**config.mk**
```make
export PLATFORM = sky130hd
export DESIGN_NAME = univ_shift_reg_flat
export DESIGN_NICKNAME = d
export VERILOG_FILES = /design/src/rtl/univ_shift_reg_pkg.sv /design/src/rtl/univ_shift_reg_if.sv /design/src/rtl/univ_shift_reg_datapath.sv /design/src/rtl/univ_shift_reg.sv /design/src/flat_wrapper.sv
export SDC_FILE = /design/constraint.sdc
export NUM_CORES = 1
export LEC_CHECK = 0
export ABC_AREA = 0
export BUFFER_PORTS_ARGS = -buffer_cell sky130_fd_sc_hd__buf_2
export CAP_MARGIN = 20
export CELL_PAD_IN_SITES_DETAIL_PLACEMENT = 1
export CELL_PAD_IN_SITES_GLOBAL_PLACEMENT = 1
export CORE_AREA = 2 2 51 53
export CTS_BUF_LIST = sky130_fd_sc_hd__clkbuf_16
export CTS_CLUSTER_SIZE = 10
export DETAILED_ROUTE_END_ITERATION = 12
export DIE_AREA = 0 0 53 55
export MAX_ROUTING_LAYER = met4
export PLACE_DENSITY_LB_ADDON = 0.1
export SKIP_CTS_REPAIR_TIMING = 1
export SLEW_MARGIN = 0
export SYNTH_ARGS = -nofsm -noshare
export SYNTH_HDL_FRONTEND = slang
export SYNTH_HIERARCHICAL = 1
export SYNTH_SLANG_ARGS = --single-unit
```
**constraint.sdc**
```tcl
create_clock -name clk -period 1.9 [get_ports clk]
set_input_delay 0.095 -clock clk [delete_from_list [all_inputs] [get_ports clk]]
set_output_delay 0.095 -clock clk [all_outputs]
set_load 0.01 [all_outputs]
```
**src/rtl/univ_shift_reg_pkg.sv**
```systemverilog
// Shared encodings for the universal shift register: operation modes, FSM
// states and the counter-width helper.
package univ_shift_pkg;

  localparam logic [1:0] MODE_HOLD = 2'b00;
  localparam logic [1:0] MODE_SHR  = 2'b01;
  localparam logic [1:0] MODE_SHL  = 2'b10;
  localparam logic [1:0] MODE_LOAD = 2'b11;

  typedef enum logic [0:0] {
    ST_IDLE  = 1'b0,
    ST_SHIFT = 1'b1
  } state_e;

  // Wide enough to hold burst lengths 0..width inclusive.
  function automatic int cnt_width(input int width);
    return $clog2(width + 1);
  endfunction

endpackage

```
**src/rtl/univ_shift_reg_if.sv**
```systemverilog
// Control/data bundle for univ_shift_reg. master = driving side, slave = register.
interface univ_shift_reg_if
  import univ_shift_pkg::*;
#(
  parameter int WIDTH = 4
);
  localparam int CNT_W = cnt_width(WIDTH);

  // Handshake: start is a level request sampled only while idle; there is no
  // ready. busy is high throughout an accepted burst and done pulses for one
  // cycle once it completes, after which a new start is accepted at once.
  logic             en;
  logic [1:0]       mode;
  logic             rotate;
  logic             serial_in_msb;
  logic             serial_in_lsb;
  logic [WIDTH-1:0] parallel_in;
  logic             start;
  logic [CNT_W-1:0] burst_len;
  logic [WIDTH-1:0] parallel_out;
  logic             serial_out_msb;
  logic             serial_out_lsb;
  logic             busy;
  logic             done;
  logic             fsm_state;

  modport master (
    output en, mode, rotate, serial_in_msb, serial_in_lsb, parallel_in,
           start, burst_len,
    input  parallel_out, serial_out_msb, serial_out_lsb, busy, done, fsm_state
  );

  modport slave (
    input  en, mode, rotate, serial_in_msb, serial_in_lsb, parallel_in,
           start, burst_len,
    output parallel_out, serial_out_msb, serial_out_lsb, busy, done, fsm_state
  );

endinterface

```
**src/rtl/univ_shift_reg_datapath.sv**
```systemverilog
// Combinational next-value mux: hold, shift right/left with fill selection, load.
module shift_datapath
  import univ_shift_pkg::*;
#(
  parameter int WIDTH = 4
) (
  input  logic [WIDTH-1:0] q,
  input  logic [1:0]       mode,
  input  logic             rotate,
  input  logic             serial_in_msb,
  input  logic             serial_in_lsb,
  input  logic [WIDTH-1:0] parallel_in,
  output logic [WIDTH-1:0] q_next
);

  logic fill_r;
  logic fill_l;

  assign fill_r = rotate ? q[0]       : serial_in_msb;
  assign fill_l = rotate ? q[WIDTH-1] : serial_in_lsb;

  always_comb begin
    q_next = q;
    case (mode)
      MODE_SHR:  q_next = {fill_r, q[WIDTH-1:1]};
      MODE_SHL:  q_next = {q[WIDTH-2:0], fill_l};
      MODE_LOAD: q_next = parallel_in;
      default:   q_next = q;
    endcase
  end

endmodule

```
**src/rtl/univ_shift_reg.sv**
```systemverilog
// Universal shift register with single-step operations and an autonomous
// N-position burst engine reporting busy/done.
module univ_shift_reg
  import univ_shift_pkg::*;
#(
  parameter int WIDTH = 4
) (
  input logic            clk,
  input logic            reset_n,
  univ_shift_reg_if.slave bus
);

  localparam int CNT_W = cnt_width(WIDTH);
  localparam logic [0:0] S_IDLE  = ST_IDLE;
  localparam logic [0:0] S_SHIFT = ST_SHIFT;

  logic [0:0]       state;
  logic [CNT_W-1:0] cnt;
  logic             dir_left;
  logic             rot_lat;
  logic [WIDTH-1:0] q;
  logic [WIDTH-1:0] q_next;
  logic             done_r;
  logic [1:0]       dp_mode;
  logic             dp_rotate;
  logic             start_shift;

  // During a burst the datapath follows the latched direction/rotate, not the bus.
  assign dp_mode     = (state == S_SHIFT) ? (dir_left ? MODE_SHL : MODE_SHR) : bus.mode;
  assign dp_rotate   = (state == S_SHIFT) ? rot_lat : bus.rotate;
  assign start_shift = bus.start && (bus.mode == MODE_SHR || bus.mode == MODE_SHL);

  shift_datapath #(.WIDTH(WIDTH)) u_dp (
    .q             (q),
    .mode          (dp_mode),
    .rotate        (dp_rotate),
    .serial_in_msb (bus.serial_in_msb),
    .serial_in_lsb (bus.serial_in_lsb),
    .parallel_in   (bus.parallel_in),
    .q_next        (q_next)
  );

  always_ff @(posedge clk or negedge reset_n) begin
    if (!reset_n) begin
      state    <= S_IDLE;
      cnt      <= '0;
      dir_left <= 1'b0;
      rot_lat  <= 1'b0;
      q        <= '0;
      done_r   <= 1'b0;
    end else begin
      done_r <= 1'b0;
      case (state)
        S_IDLE: begin
          if (start_shift) begin
            // Zero-length burst completes immediately without touching data.
            if (bus.burst_len != '0) begin
              state    <= S_SHIFT;
              cnt      <= bus.burst_len;
              dir_left <= (bus.mode == MODE_SHL);
              rot_lat  <= bus.rotate;
            end else begin
              done_r <= 1'b1;
            end
          end else if (bus.en) begin
            q <= q_next;
          end
        end
        S_SHIFT: begin
          if (bus.en) begin
            q   <= q_next;
            cnt <= cnt - 1'b1;
            if (cnt == CNT_W'(1)) begin
              state  <= S_IDLE;
              done_r <= 1'b1;
            end
          end
        end
        default: state <= S_IDLE;
      endcase
    end
  end

  assign bus.parallel_out   = q;
  assign bus.serial_out_msb = q[WIDTH-1];
  assign bus.serial_out_lsb = q[0];
  assign bus.busy           = (state == S_SHIFT);
  assign bus.done           = done_r;
  assign bus.fsm_state      = state[0];

endmodule

```
**src/flat_wrapper.sv**
```systemverilog
// flat-port wrapper written by rule: the top's interface ports become plain ports
module univ_shift_reg_flat import univ_shift_pkg::*;
#(
  parameter int WIDTH = 4
)
  (clk, reset_n, bus_en, bus_mode, bus_rotate, bus_serial_in_msb, bus_serial_in_lsb, bus_parallel_in, bus_start, bus_burst_len, bus_parallel_out, bus_serial_out_msb, bus_serial_out_lsb, bus_busy, bus_done, bus_fsm_state);
  univ_shift_reg_if #(.WIDTH(WIDTH)) bus_i ();
  input logic clk;
  input logic reset_n;
  input wire logic [$bits(bus_i.en)-1:0] bus_en;
  input wire logic [$bits(bus_i.mode)-1:0] bus_mode;
  input wire logic [$bits(bus_i.rotate)-1:0] bus_rotate;
  input wire logic [$bits(bus_i.serial_in_msb)-1:0] bus_serial_in_msb;
  input wire logic [$bits(bus_i.serial_in_lsb)-1:0] bus_serial_in_lsb;
  input wire logic [$bits(bus_i.parallel_in)-1:0] bus_parallel_in;
  input wire logic [$bits(bus_i.start)-1:0] bus_start;
  input wire logic [$bits(bus_i.burst_len)-1:0] bus_burst_len;
  output wire logic [$bits(bus_i.parallel_out)-1:0] bus_parallel_out;
  output wire logic [$bits(bus_i.serial_out_msb)-1:0] bus_serial_out_msb;
  output wire logic [$bits(bus_i.serial_out_lsb)-1:0] bus_serial_out_lsb;
  output wire logic [$bits(bus_i.busy)-1:0] bus_busy;
  output wire logic [$bits(bus_i.done)-1:0] bus_done;
  output wire logic [$bits(bus_i.fsm_state)-1:0] bus_fsm_state;
  assign bus_i.en = bus_en;
  assign bus_i.mode = bus_mode;
  assign bus_i.rotate = bus_rotate;
  assign bus_i.serial_in_msb = bus_serial_in_msb;
  assign bus_i.serial_in_lsb = bus_serial_in_lsb;
  assign bus_i.parallel_in = bus_parallel_in;
  assign bus_i.start = bus_start;
  assign bus_i.burst_len = bus_burst_len;
  assign bus_parallel_out = bus_i.parallel_out;
  assign bus_serial_out_msb = bus_i.serial_out_msb;
  assign bus_serial_out_lsb = bus_i.serial_out_lsb;
  assign bus_busy = bus_i.busy;
  assign bus_done = bus_i.done;
  assign bus_fsm_state = bus_i.fsm_state;
  univ_shift_reg #(.WIDTH(WIDTH)) u_core (.clk(clk), .reset_n(reset_n), .bus(bus_i));
endmodule
```
==> results.yml <==
clocking:
  numCtsBuffers: 3
  clk_pin_slew_worst_paths_ns: 0.04
  cts_tree: "done"
  h-tree-depth: 1
  clock-sinks: 11
  clk_path_buf_depth: 2
  clock_latency_ns: 0.24
  cts-root-buf: "clkbuf_16"
detailed_routing:
  wl_per_cell_um: 13.55
  drc: 0
  ant_nets: 0
  vias: 612
  drt_iter0_markers: 6
  routed_wl_um: 1653
  viasPerCell: 5.016
  dr.pass1.iters: 4
timing:
  hold_viol: 0
  tns_ns: 0
  worst_slack_ns: 0.04242
  worst_slew_pin_slew_ns: 0.4150
  setup_viol: 0
  finClkSkew_ns: 0.002520
  fin_crit_ns: 1.858
  holdWs_ns: 0.1045
  fin_crit_sh: 0.9777
  max_freq_mhz: 538.3
  slew_headroom: 0.7234
  slew_viol_final: 0
  rsz0062_at_grt: "yes"
logic_synthesis:
  synthCells: 65
  synth_ff_type: "dfrtp_1"
  synth_top_area_share: 0.3537
  yosysWarningCount: 6
  synth_most_common_cell: "dfrtp_1"
  synth_common_cells: "dfrtp_1, inv_1, mux2_1"
  synth_edf_count: 0
  syn_area_um2: 778.2
  synthDistinctLibCells: 26
  ys_seq_elements: 11
  yosysTopAreaCell: "dfrtp_1"
  netlist_top_cells_area: "dfrtp_1, mux4_2, mux2_1"
  async_flop_share: 1.000
  syn_area_per_cell_um2: 11.97
  seq_area_frac_synth: 0.3537
  synth_nets: 84
die:
  core_area_um2: 2365
  die-width_um: 53
  die_area_um2: 2915
  io_pins: 25
  row_count: 18
  start_util: 0.3291
  dieHeight_um: 55
placement:
  place_congestion: 0.6649
  dp_hpwl_um: 1318
  io_buffers: 24
  place_inst: 117
  post-place-ws_ns: 0.04097
status:
  outcome: "complete, no violations"
global_route:
  grt_pass1_vias: 635
  grt_overflow: 0
  track_usage: 0.1532
  antenna_found_initial: 0
  grt_first_pass_wirelength_um: 2973
  grt_max_degree: 12
flow_run:
  maxCapViolCount: 0
critical_path:
  cp_slowest_cell: "mux4_2"
  critical_path.cell_chain: "mux2_4 -> mux2_4 -> mux4_2 -> mux2_4"
  crit_type: "flop to flop"
  r2r_cells: 4
  critical_path.endpoint: "u_core/bus.parallel_out[3]"
  cp-end-kind: "flop"
  critical_path.max_fanout: 2
  crit_path_frequent_cell: "mux2_4"
  r2r_slack_ns: 0.04
  max_stage_delay_ns: 0.45
  worstReg2RegEnd: "u_core/bus.parallel_out[3]"
  crit_arrival_ns: 1.98
  critPathRequiredTime_ns: 2.02
  startpoint_type: "flop"
  startpoint: "u_core/bus.busy"
  r2r-start: "u_core/bus.busy"
pwr:
  peakVddDrop_mv: 0.8346
  p_total_uw: 1658
  leakage_uw: 0.0004880
  powerDensity_nw_per_um2: 1622
worst_hold_path:
  min_path_cells: 2
  hp-class: "primary input to flop"
finish:
  layout.cells.non_filler: 122
  area_growth_pct: 31.35
  drive_above_1_share: 0.4891
  antennaDiodeCount: 0
  nNetsFinal: 112
## cell families after synthesis
family          share of synthesized area
fa+ha+maj                         0.04824
flops                              0.3537
simple gates                       0.1560
mux                                0.2749
compound gates                    0.08360
xor+xnor                          0.01126
buf+inv                           0.07234
## where the power goes
group | switching, uW | leakage (uW) | internal [uW] | total (uW)
logic | 334 | 0.000315 | 478 | 812
clock network | 106 | 0.0000423 | 276 | 383
registers | 111 | 0.000130 | 352 | 463
total | 552 | 0.000488 | 1110 | 1660
## layout make-up
type / count / area [um^2]
Inverter: 6 / 22.52
Timing Repair Buffer: 27 / 145.1
Clock inverter: 1 / 3.754
Sequential cell: 11 / 276.5
Multi-Input combinational cell: 44 / 461.7
Tap cell: 30 / 37.54
Fill cell: 265 / 1343
Clock buffer: 3 / 75.07
## per-stage QoR
| stage | instance area (um^2) | utilization |
|---|---|---|
| 6_report | 1022 | 0.4323 |
| 5_1_grt | 1022 | 0.4323 |
| 4_1_cts | 1008 | 0.4265 |
| 3_5_place_dp | 929.6 | 0.3931 |
| 3_3_place_gp | 929.6 | 0.3931 |
| 2_1_floorplan | 790.8 | - |
## state kept, by name (all words and copies together), names as in the netlist
| signal | flops |
|---|---|
| u_core/dir_left | 1 |
| u_core/bus.busy | 1 |
| u_core/rot_lat | 1 |
| u_core/cnt | 3 |
| u_core/bus.done | 1 |
| u_core/bus.parallel_out | 4 |
## worst min path at each step
| stage | start | end |
|---|---|---|
| 2_1_floorplan | reset_n | u_core/bus.busy |
| 4_1_cts | reset_n | u_core/bus.done |
| 3_5_place_dp | reset_n | u_core/bus.parallel_out[0] |
| 5_1_grt | bus_rotate | u_core/rot_lat |
| 3_3_place_gp | reset_n | u_core/bus.parallel_out[0] |
| 6_report | bus_rotate | u_core/rot_lat |
## metal layers
| metal | global-route usage | share of wire | vias to the layer above |
|---|---|---|---|
| met5 | - | 0 | - |
| met4 | 0.1154 | 0.039 | 0 |
| met3 | 0.03226 | 0.059 | 5 |
| met2 | 0.2333 | 0.47 | 25 |
| met1 | 0.1789 | 0.43 | 289 |
| li1 | - | - | 293 |
## cell usage in the layout (no fill, tap or decap), drive strengths merged, types with 2 or more instances in the layout
cell type	netlist	routed
buf	4	26
clkbuf	0	3
dfrtp	11	11
ha	3	3
inv	6	7
mux2	10	10
mux4	4	4
nand2	3	3
nand2b	2	2
nand3b	2	2
nor2	4	4
o211ai	3	3
o21ai	3	3
or3	2	2
## critical path, delay by kind of cell, from the launching register on
kind   cells  cell delay [ns]
mux        4             1.34
flops      1             0.40
No activity file was read; power rests on OpenSTA's default activity.
